`src/rtl/gf8_pkg.sv`:
```
`default_nettype none
// +------------------------------------------------------------------+
// | Module   : gf8_pkg                                               |
// | Purpose  : Shared types and constants for the GF(2^8) multiplier |
// |            scheduler: op encodings, FSM states, inverse chain    |
// |            length and default reduction polynomial.              |
// | Revision : 1.0 - initial release                                 |
// +------------------------------------------------------------------+
package gf8_pkg;

  localparam logic OP_MUL = 1'b0;
  localparam logic OP_INV = 1'b1;

  // Square/multiply pairs that take a to a^127; one final square gives a^254
  localparam int INV_PAIRS = 6;

  // AES field polynomial x^8 + x^4 + x^3 + x + 1
  localparam logic [8:0] C_POLY_DEFAULT = 9'h11B;

  typedef enum logic [2:0] {
    IDLE    = 3'd0,
    MUL     = 3'd1,
    INV_SQ  = 3'd2,
    INV_MA  = 3'd3,
    INV_FIN = 3'd4,
    RESP    = 3'd5
  } state_t;

endpackage : gf8_pkg
`default_nettype wire

```
`src/rtl/gf8_mul.sv`:
```
`default_nettype none
// +------------------------------------------------------------------+
// | Module   : gf8_mul                                               |
// | Purpose  : Combinational GF(2^8) multiplier: 8x8 carry-less      |
// |            product followed by reduction modulo POLY.            |
// | Revision : 1.0 - initial release                                 |
// +------------------------------------------------------------------+
module gf8_mul
  import gf8_pkg::*;
#(
  parameter logic [8:0] POLY = C_POLY_DEFAULT
) (
  input  logic [7:0] x,
  input  logic [7:0] y,
  output logic [7:0] p
);

  logic [14:0] w_acc;

  // Carry-less multiply, then fold bits 14..8 back down with the polynomial
  always_comb begin
    w_acc = '0;
    for (int i = 0; i < 8; i++) begin
      if (y[i]) begin
        w_acc = w_acc ^ ({7'b0, x} << i);
      end
    end
    for (int i = 14; i >= 8; i--) begin
      if (w_acc[i]) begin
        w_acc = w_acc ^ ({6'b0, POLY} << (i - 8));
      end
    end
    p = w_acc[7:0];
  end

endmodule : gf8_mul
`default_nettype wire

```
`src/rtl/gf8_mul_sched.sv`:
```
`default_nettype none
// +------------------------------------------------------------------+
// | Module   : gf8_mul_sched                                         |
// | Purpose  : Round-robin scheduler sharing one GF(2^8) multiplier  |
// |            among NREQ requesters. Supports MUL and INV (a^254    |
// |            via a square/multiply chain) with one op in flight    |
// |            and a single backpressured response channel.          |
// | Revision : 1.0 - initial release                                 |
// +------------------------------------------------------------------+
module gf8_mul_sched
  import gf8_pkg::*;
#(
  parameter int         NREQ = 4,
  parameter logic [8:0] POLY = C_POLY_DEFAULT,
  parameter int         ID_W = $clog2(NREQ)
) (
  input  logic              clk,
  input  logic              rst,
  input  logic [NREQ-1:0]   req_valid,
  output logic [NREQ-1:0]   req_ready,
  input  logic [NREQ-1:0]   req_op,
  input  logic [8*NREQ-1:0] req_a,
  input  logic [8*NREQ-1:0] req_b,
  output logic              rsp_valid,
  input  logic              rsp_ready,
  output logic [ID_W-1:0]   rsp_id,
  output logic [7:0]        rsp_data,
  output logic              busy
);

  state_t          r_state;
  logic [ID_W-1:0] r_rr_ptr;
  logic [7:0]      r_a;
  logic [7:0]      r_b;
  logic [7:0]      r_r;
  logic [ID_W-1:0] r_id;
  logic [2:0]      r_cnt;
  logic            r_rsp_valid;

  logic            w_gnt_any;
  logic [ID_W-1:0] w_gnt_id;
  logic            w_gnt_op;
  logic [7:0]      w_gnt_a;
  logic [7:0]      w_gnt_b;
  logic [ID_W:0]   w_idx;
  logic [7:0]      w_mx;
  logic [7:0]      w_my;
  logic [7:0]      w_prod;

  // Rotating priority search: scan offsets high to low so the smallest
  // offset from rr_ptr wins, then pick up the winner's operands
  always_comb begin
    w_gnt_any = 1'b0;
    w_gnt_id  = '0;
    w_idx     = '0;
    for (int k = NREQ - 1; k >= 0; k--) begin
      w_idx = {1'b0, r_rr_ptr} + (ID_W+1)'(k);
      if (w_idx >= (ID_W+1)'(NREQ)) begin
        w_idx = w_idx - (ID_W+1)'(NREQ);
      end
      if (req_valid[w_idx[ID_W-1:0]]) begin
        w_gnt_any = 1'b1;
        w_gnt_id  = w_idx[ID_W-1:0];
      end
    end
    w_gnt_op = 1'b0;
    w_gnt_a  = '0;
    w_gnt_b  = '0;
    for (int i = 0; i < NREQ; i++) begin
      if (ID_W'(i) == w_gnt_id) begin
        w_gnt_op = req_op[i];
        w_gnt_a  = req_a[8*i +: 8];
        w_gnt_b  = req_b[8*i +: 8];
      end
    end
  end

  // Accept is only ever offered from IDLE and never while in reset
  always_comb begin
    req_ready = '0;
    if (!rst && (r_state == IDLE) && w_gnt_any) begin
      req_ready[w_gnt_id] = 1'b1;
    end
  end

  // Multiplier operand steering by state
  always_comb begin
    w_mx = r_r;
    w_my = r_r;
    case (r_state)
      MUL: begin
        w_mx = r_a;
        w_my = r_b;
      end
      INV_MA: begin
        w_mx = r_r;
        w_my = r_a;
      end
      default: begin
        w_mx = r_r;
        w_my = r_r;
      end
    endcase
  end

  gf8_mul #(
    .POLY (POLY)
  ) u_mul (
    .x (w_mx),
    .y (w_my),
    .p (w_prod)
  );

  // Scheduler FSM: grant, run the multiply or inverse chain, hold result
  always_ff @(posedge clk) begin
    if (rst) begin
      r_state     <= IDLE;
      r_rr_ptr    <= '0;
      r_a         <= '0;
      r_b         <= '0;
      r_r         <= '0;
      r_id        <= '0;
      r_cnt       <= '0;
      r_rsp_valid <= 1'b0;
    end else begin
      case (r_state)
        IDLE: begin
          if (w_gnt_any) begin
            r_a      <= w_gnt_a;
            r_b      <= w_gnt_b;
            r_r      <= w_gnt_a;
            r_id     <= w_gnt_id;
            r_cnt    <= '0;
            r_rr_ptr <= (w_gnt_id == ID_W'(NREQ - 1)) ? '0 : w_gnt_id + 1'b1;
            r_state  <= (w_gnt_op == OP_INV) ? INV_SQ : MUL;
          end
        end
        MUL: begin
          r_r         <= w_prod;
          r_rsp_valid <= 1'b1;
          r_state     <= RESP;
        end
        INV_SQ: begin
          r_r     <= w_prod;
          r_state <= INV_MA;
        end
        INV_MA: begin
          r_r   <= w_prod;
          r_cnt <= r_cnt + 1'b1;
          if (r_cnt == 3'(INV_PAIRS - 1)) begin
            r_state <= INV_FIN;
          end else begin
            r_state <= INV_SQ;
          end
        end
        INV_FIN: begin
          r_r         <= w_prod;
          r_rsp_valid <= 1'b1;
          r_state     <= RESP;
        end
        RESP: begin
          if (rsp_ready) begin
            r_rsp_valid <= 1'b0;
            r_state     <= IDLE;
          end
        end
        default: begin
          r_state <= IDLE;
        end
      endcase
    end
  end

  assign rsp_valid = r_rsp_valid;
  assign rsp_data  = r_r;
  assign rsp_id    = r_id;
  assign busy      = (r_state != IDLE);

endmodule : gf8_mul_sched
`default_nettype wire

```
`config.mk`:
```
export PLATFORM = sky130hd
export DESIGN_NAME = gf8_mul_sched
export DESIGN_NICKNAME = d
export VERILOG_FILES = /design/src/rtl/gf8_pkg.sv /design/src/rtl/gf8_mul.sv /design/src/rtl/gf8_mul_sched.sv
export SDC_FILE = /design/constraint.sdc
export NUM_CORES = 1
export LEC_CHECK = 0
export BUFFER_PORTS_ARGS = -buffer_cell sky130_fd_sc_hd__buf_4
export CAP_MARGIN = 20
export CORE_MARGIN = 5
export CORE_UTILIZATION = 43
export CTS_BUF_LIST = sky130_fd_sc_hd__clkbuf_8
export DETAILED_ROUTE_END_ITERATION = 16
export GPL_TIMING_DRIVEN = 0
export PLACE_DENSITY_LB_ADDON = 0.25
export SLEW_MARGIN = 30
export SYNTH_ARGS = -nofsm -noshare
export SYNTH_HDL_FRONTEND = slang
export SYNTH_SLANG_ARGS = --single-unit
```
`constraint.sdc`:
```
create_clock -name clk -period 7.25 [get_ports clk]
set_input_delay 0.725 -clock clk [delete_from_list [all_inputs] [get_ports clk]]
set_output_delay 0.725 -clock clk [all_outputs]
set_load 0.03 [all_outputs]
```
-- Word level (Yosys, flattened, before mapping)
Index checks and enable logic that the tools add are counted.
- add/subtract/negate cells: 9
- $lt $le $gt $ge: 10
- eq/ne operators: 12
- muxes and demuxes: 64
- bitwise logic cells: 14
- reductions and logical operators: 17
- operator list (operator ; count):
    two-way mux 15 bit ; 7
    two-way mux 8 bit ; 12
    case mux 8 bit (2 select lines) ; 2
    inverter 4 bit ; 7
    two-way mux 2 bit ; 10
    less-than comparator 2 x 3 -> 1 bit (second input constant) ; 5
    case mux 3 bit (5 select lines) ; 1
    bitwise XOR 15 x 10 -> 15 bit ; 1
    bitwise XOR 15 x 11 -> 15 bit ; 1
    bitwise XOR 15 x 12 -> 15 bit ; 1
    bitwise XOR 15 x 13 -> 15 bit ; 1
    bitwise XOR 15 x 14 -> 15 bit ; 1
    bitwise XOR 15 bit ; 1
    bitwise XOR 15 x 9 -> 15 bit ; 1
    two-way mux 1 bit ; 14
    two-way mux 3 bit ; 4
    two-way mux 11 bit ; 1
    two-way mux 10 bit ; 1
    AND reduction 2 bit ; 5
    equality test 3 bit (second input constant) ; 3
    greater-or-equal comparator 3 bit (second input constant) ; 3
    two-way mux 9 bit ; 1
    binary-select mux 1 bit (select 2 bit) ; 4
    subtractor 2 x 1 -> 2 bit (second input constant) ; 4
    27 further kinds ; 35
- register bits: 35
- input port bits: 75
- output and inout port bits: 16

-- Logic depth before layout (Yosys ltp)
Gate-level depths: netlist of the first run.
- depth in word-level cells: 32
- mapped depth: 16

-- Modules after synthesis
From an unflattened synthesis of the first run, not the netlist that was laid out.
- cell total of the unflattened synthesis: 502
- area, all modules: 3585.9 µm²
- by module, submodules not included (module ; instances ; cells an instance ; area an instance (µm²) ; sequential area each (µm²)):
    gf8_mul_sched ; 1 ; 337 ; 2463.6 ; 700.7
    gf8_mul ; 1 ; 165 ; 1122.3 ; 0.0

-- Least setup slack after synthesis of the first run
OpenSTA, ideal clock, no wires.
- path type: input -> output
- start point: input req_valid[0]
- end point: output req_ready[2]
- data arrival time: 3.001 ns
- required time: 6.525 ns
- setup slack: 3.524 ns
- stages: 9
- buffers on the path: 3
- cells stage by stage: inv_1 nor2_1 a21oi_1 o221ai_1 ha_1 clkbuf_1 clkbuf_1 clkbuf_1 nor3b_1
- longest elaborated chain between the ends: 11
- ends and longest elaborated chain (element ; line ; source):
    from (decl) ; gf8_mul_sched.sv:19 ; input logic [NREQ-1:0] req_valid,
    binary-select mux 1 bit (select 2 bit) ; gf8_mul_sched.sv:61 ; if (req_valid[w_idx[ID_W-1:0]]) begin
    two-way mux 1 bit (not written as such) ; gf8_mul_sched.sv:61 ;
    two-way mux 2 bit (4 in series) ; gf8_mul_sched.sv:61 ;
    less-than comparator 2 x 3 -> 1 bit (not written as such) / greater-or-equal comparator 2 x 1 -> 1 bit (equally long branches) ; gf8_mul_sched.sv:82 ; req_ready[w_gnt_id] = 1'b1;
    logical AND 1 bit (not written as such) ; gf8_mul_sched.sv:82 ;
    two-way mux 1 bit (not written as such) ; gf8_mul_sched.sv:82 ;
    demux 1 bit (select 2 bit) ; gf8_mul_sched.sv:82 ;
    two-way mux 4 bit * ; gf8_mul_sched.sv:81 ; if (!rst && (r_state == IDLE) && w_gnt_any) begin
    to (decl) ; gf8_mul_sched.sv:20 ; output logic [NREQ-1:0] req_ready,
Mark *: on every way between the ends. The rest lies on a longest branch, timed or not. The select of a mux whose other input is x is not followed.

-- Final worst setup path of the first run
- start point: input req_valid[0]
- end point: output req_ready[1]
- longest elaborated chain between the ends: 11
- ends and longest elaborated chain (element ; line ; source):
    binary-select mux 1 bit (select 2 bit) ; gf8_mul_sched.sv:61 ;
    two-way mux 1 bit (not written as such) ; gf8_mul_sched.sv:61 ;
    two-way mux 2 bit (3 in series) ; gf8_mul_sched.sv:61 ;
    two-way mux 2 bit * ; gf8_mul_sched.sv:61 ;
    named net w_gnt_id[0] ; gf8_mul_sched.sv:41 ; logic [ID_W-1:0] w_gnt_id;
    less-than comparator 2 x 3 -> 1 bit (not written as such) / greater-or-equal comparator 2 x 1 -> 1 bit (equally long branches) ; gf8_mul_sched.sv:82 ;
    logical AND 1 bit (not written as such) ; gf8_mul_sched.sv:82 ;
    two-way mux 1 bit (not written as such) ; gf8_mul_sched.sv:82 ;
    demux 1 bit (select 2 bit) * ; gf8_mul_sched.sv:82 ;
    two-way mux 4 bit * ; gf8_mul_sched.sv:81 ;
Mark *: on every way through the listed nets, which the timed path passes. The rest lies on a longest branch. The select of a mux whose other input is x is not followed.

==> results.yml, run 1 <==
timing:
  max_freq_mhz: 257
  skew_ns: 0.0122
  slew_headroom_pct: 46.9
  fin_crit_sh_pct: 53.7
  rsz0062_at_grt: "false"
  slew_viol_final: 0
  fin_ws_ns: 3.36
  holdWs_ns: 0.469
  fin_setup_tns_ns: 0
  period_needed_ns: 3.89
  worstMarginPinSlew_ns: 0.775
  hold_viol_final: 0
  finalSetupViolations: 0
power:
  power_density_nw_per_um2: 421
  ir_worst_vdd_v: 0.000208
  power.leakage_nw: 1.94
detailed_routing:
  wl_um: 11400
  first_pass_iters: 5
  drtIter0Drc: 154
  route.detailed.drc: 0
  vias_per_cell: 5.40
  drtAntennaViolNets: 0
  vias: 3982
  routedWlPerCell_um: 15.5
critical_path:
  crit_chain: "buf_4, inv_1, nor2_1, a21oi_1, o221ai_1, inv_1, ha_1, clkbuf_1, clkbuf_1, clkbuf_1, nor3b_1, buf_4"
  cp.arrival_ns: 3.17
  cp_common_cell: "clkbuf_1"
  path_class: "input port to primary output"
  crit_required_ns: 6.52
  cp_slowest_cell: "clkbuf_1"
  cp_max_fo: 10
  path_delay_family: "buffers and inverters"
  critPathMaxStageDelay_ns: 0.39
  start_kind: "input port"
  crit_buf_inv: 7
  endpoint_kind: "primary output"
run:
  maxCapViolCount: 0
layout:
  regArea_um2: 701
  antennaDiodeCount: 0
  synthToLayoutAreaGrowth_pct: 23.5
  nFillCells: 858
  final_cells: 737
  drive_gt1_share_pct: 22.1
  multi_input_area_um2: 2890
  nets: 709
  finalCoreUtilization_pct: 54.3
logic_synthesis:
  ys_types: 61
  synthArstFlopShare_pct: 0
  synth_enable_flop_cells: 0
  synthTopCellsByCount: "117 x nor2_1, 61 x nand2_1, 55 x a21oi_1"
  yosys-top-cells-area: "dfxtp_1 18%, nor2_1 12%, xnor2_1 9.6%"
  synth.avg_cell_area_um2: 7.19
  synth-seq-cells: 35
  synthCells: 531
  ys_seq_area_share_pct: 18.4
  netlist_area_um2: 3820
  yosysTopAreaCellShare_pct: 18.4
  synthMostInstantiatedCell: "nor2_1"
  yosys.area.top_type: "dfxtp_1"
  synthFlopType: "dfxtp_1"
  synth_fp_nets: 612
  yosys_warnings: 0
placement:
  gp_congestion: 0.868
  portBuffers: 90
  place_ws_ns: 3.37
  dp_hpwl_um: 9150
  dp.cells: 729
floorplanning:
  die_h_um: 104
  coreArea_um2: 8680
  fp-row-count: 34
  die_area_um2: 10900
  die_w_um: 104
  start_util_pct: 44.0
  io_pins: 91
clocking:
  h-tree-depth: 2
  cts_tree: "built"
  clock_path_buffers: 2
  insertion_delay_ns: 0.30
  cts.sinks: 35
  cts_setup_buffers: 0
  ctsHoldBuffers: 0
  cts_root_buf: "clkbuf_8"
  numCtsBuffers: 5
  cts_resized: 0
  clk_pin_slew_worst_paths_ns: 0.07
outcome:
  status: "finished clean"
worst_hold_path:
  hp-class: "flop to flop"
global_route:
  grt_pass1_vias: 3892
  grt_max_degree: 12
  antenna_found_initial: 0
  grt_pass1_wl_um: 19000
  grt_overflow_total: 0
  global_route.usage.total_pct: 20.8
==> cell type report <==
cell class,instances,area share [%]
inverters,8,0.637
flip-flops and latches,35,14.9
multi-input cells,450,61.3
well taps,108,2.87
clock inverters,3,0.345
clock buffers,5,1.46
repair buffers,90,14.3
plain buffers,38,4.20
==> stage by stage <==
| step | power, W | cell area, um^2 |
|---|---|---|
| after floorplan | 0.00149 | 3820 |
| after global routing | 0.00213 | 4710 |
| after global placement | 0.00181 | 4630 |
| after CTS | 0.00198 | 4710 |
| after detailed placement | 0.00184 | 4630 |
| final | 0.00198 | 4710 |
==> per-layer routing <==
| layer | track usage [%] | vias up | share of wire (%) |
|---|---|---|---|
| met5 | 0 | - | 0 |
| met4 | 4.44 | 0 | 0.84 |
| met3 | 3.60 | 13 | 4.6 |
| met2 | 35.6 | 79 | 50 |
| met1 | 27.4 | 1869 | 45 |
| li1 | - | 2021 | - |
==> logic make-up after synthesis <==
family          Yosys count  share of synthesized area, %
fa+ha+maj                 6                          1.97
mux                      31                          10.0
xor+xnor                 61                          17.6
flops                    35                          18.4
buf+inv                  46                          5.97
simple gates            219                          24.8
compound gates          133                          21.3
==> final timing paths <==
check,cells after the start,start,slack (ns),to
worst min register to register,2,rsp_id[1],0.47,rsp_id[1]
worst max register to register,13,r_state[0],3.87,rsp_data[1]
worst max-delay path,12,req_valid[0],3.36,req_ready[1]
worst min-delay path,2,rsp_id[1],0.47,rsp_id[1]
==> sequential cells by signal (all words and copies together) (netlist names) <==
signal and flops:
r_a 8, rsp_data 8, r_b 8, r_state 3
r_cnt 3, rsp_id 2, rsp_valid 1, r_rr_ptr 2
==> cells in the final DEF (no fill, tap or decap), types with 6 or more instances in the layout <==
master | synthesis | final
xor2_1 | 9 | 9
mux2i_2 | 6 | 6
nor3b_1 | 6 | 6
o21ai_1 | 6 | 6
clkbuf_1 | 25 | 25
xnor2_1 | 42 | 42
mux2i_1 | 10 | 10
a211oi_1 | 7 | 7
mux2_2 | 10 | 10
nor2_1 | 117 | 117
inv_1 | 8 | 9
nand2_1 | 61 | 61
buf_6 | 6 | 6
xnor3_1 | 10 | 10
nor3_1 | 7 | 7
buf_4 | 1 | 91
o21ai_0 | 24 | 24
o211ai_1 | 10 | 10
ha_1 | 6 | 6
dfxtp_1 | 35 | 35
a21oi_1 | 55 | 55
==> worst register-to-register path: stages, from the launching register on <==
cell and delay (ns):
dfxtp_1 0.33, buf_6 0.12, nor2b_1 0.16, buf_6 0.16
buf_6 0.19, mux2i_2 0.46, buf_4 0.28, nand4b_1 0.14
nand4_1 0.12, a32oi_1 0.39, a21oi_1 0.23, nor2_4 0.20
xnor3_1 0.32, a21o_1 0.18
==> report_power, final <==
group	leakage, nW	switching (W)	internal, W
Combinational	1.61	0.000815	0.000704
Clock	0.0453	0.0000746	0.0000657
Sequential	0.288	0.0000664	0.000256
(Power assumes the default switching activity.)
==> run 2: changes to the inputs <==
- clock period: 7.25 -> 3.4 ns (I/O delays scaled with it)
==> run 2 against run 1 <==
Net effect:
- register-to-register slack worse by 3.8 ns
- critical path depth shrank 1
- clock-buffer cell count stayed put
- utilization rose by 0.40 points
- first-iteration DRC count is 25% higher
- combinational power grew 120%
- design area is 0.74% higher
- clock skew decreased by 0.0053 ns
- sequential share of layout area decreased by 0.11 points
- clock power increased by 110%
- total power increased by 120%
- critical path type is now flop to flop
- highest routed layer unchanged
==> results.yml, run 2 (same netlist as run 1, synthesis figures left out) <==
clocking:
  clk_pin_slew_worst_paths_ns: 0.07
  clock_path_buffers: 2
  numCtsBuffers: 5
  h-tree-depth: 2
  cts.sinks: 35
  insertion_delay_ns: 0.29
  cts_root_buf: "clkbuf_8"
  cts_setup_buffers: 0
  cts_tree: "built"
global_route:
  global_route.usage.total_pct: 20.8
  grt_pass1_vias: 3892
  grt_overflow_total: 0
  antenna_found_initial: 0
  grt_pass1_wl_um: 19000
  grt_max_degree: 12
layout:
  nets: 709
  final_cell_mix: "117 x nor2_1, 91 x buf_4, 61 x nand2_1, 55 x a21oi_1, 42 x xnor2_1"
  antennaDiodeCount: 0
  synthToLayoutAreaGrowth_pct: 24.4
  final_common_cell: "nor2_1"
  final_cells: 737
  drive_gt1_share_pct: 23.4
  finalCoreUtilization_pct: 54.7
timing:
  slew_headroom_pct: 45.9
  fin_crit_sh_pct: 98.5
  hold_viol_final: 0
  rsz0062_at_grt: "true"
  max_freq_mhz: 299
  period_needed_ns: 3.35
  skew_ns: 0.00686
  slew_viol_final: 0
  worstMarginPinSlew_ns: 0.788
  finalSetupViolations: 0
power:
  power.leakage_nw: 1.95
  power_density_nw_per_um2: 898
  ir_worst_vdd_v: 0.000445
  p_total_w: 0.00427
critical_path:
  cp_common_cell: "xnor3_1"
  start_kind: "flop"
  path_class: "flop to flop"
  cp_max_fo: 10
  crit_required_ns: 3.59
  crit_chain: "buf_6, nor3b_2, buf_6, mux2i_2, nor2_2, xnor3_1, xnor3_1, a21oi_1, nor2_4, xnor3_1, a21o_1"
  cp.arrival_ns: 3.54
  endpoint_kind: "flop"
  critPathMaxStageDelay_ns: 0.57
  cp_slowest_cell: "mux2i_2"
outcome:
  status: "finished clean"
detailed_routing:
  vias_per_cell: 5.41
  drtAntennaViolNets: 0
  routedWlPerCell_um: 15.5
  first_pass_iters: 5
  route.detailed.drc: 0
  vias: 3985
  wl_um: 11500
  drtIter0Drc: 192
floorplanning:
  start_util_pct: 44.0
  die_w_um: 104
  coreArea_um2: 8680
  io_pins: 91
  fp-row-count: 34
  die_h_um: 104
  die_area_um2: 10900
placement:
  portBuffers: 90
  dp_hpwl_um: 9150
  gp_congestion: 0.868
  dp.cells: 729
run:
  maxCapViolCount: 0
worst_hold_path:
  hp-class: "input port to flop"
[run 2: cell counts in the layout (fill, tap and decap cells not counted)]
Identical to the previous run, type by type.
[run 2: repair_timing]
action / in CTS / in global routing
resized for setup: 0 / 12
hold buffers: 0 / 0
setup endpoints to repair: 0 / 7
[run 2: per-stage QoR]
step,setup WS [ns],TNS (ns),hold slack [ns],area (um^2)
after floorplan,0.444,0,0.446,3820
after global placement,0.110,0,0.450,4630
after detailed placement,0.0795,0,0.454,4630
after CTS,0.0557,0,0.336,4710
after global routing,-0.0926,-0.232,0.357,4750
final,0.0516,0,0.348,4750
[run 2: final timing paths]
kind | startpoint | to | slack (ns) | cells past startpoint
worst max register to register | r_state[0] | rsp_data[1] | 0.05 | 11
worst max-delay path | r_state[0] | rsp_data[1] | 0.05 | 11
worst min register to register | rsp_id[1] | rsp_id[1] | 0.46 | 2
worst min-delay path | rst | rsp_data[0] | 0.35 | 3
[run 2: metal layers]
layer  track usage, %  wire (um)  vias to the layer above
met5                0          0                        -
met4             4.44         60                        0
met3             3.60        480                        7
met2             35.6       5680                       78
met1             27.4       5240                     1880
li1                 -          -                     2020
[run 2: cell type report]
cell class | instances | area (um^2)
buffer | 38 | 201
clock buffer | 5 | 68.8
clock inverter | 3 | 16.3
fill | 856 | 3930
inverter | 8 | 30.0
multi-input combinational | 450 | 2920
sequential | 35 | 701
tap | 108 | 135
timing repair buffer | 90 | 676
[run 2: report_power, final]
part	total, W	internal [W]	switching, W
logic	0.00328	0.00152	0.00175
clock network	0.000298	0.000140	0.000158
registers	0.000690	0.000546	0.000145
total	0.00427	0.00221	0.00206
[run 2: worst max-delay path: cells and delay by family, from the launching register on]
kind	cells	cell delay, ns
AO/OA/AOI/OAI	2	0.50
multiplexers	1	0.57
buffers and inverters	2	0.35
flip-flops	1	0.33
XOR/XNOR	3	1.07
AND/OR/NAND/NOR	3	0.43
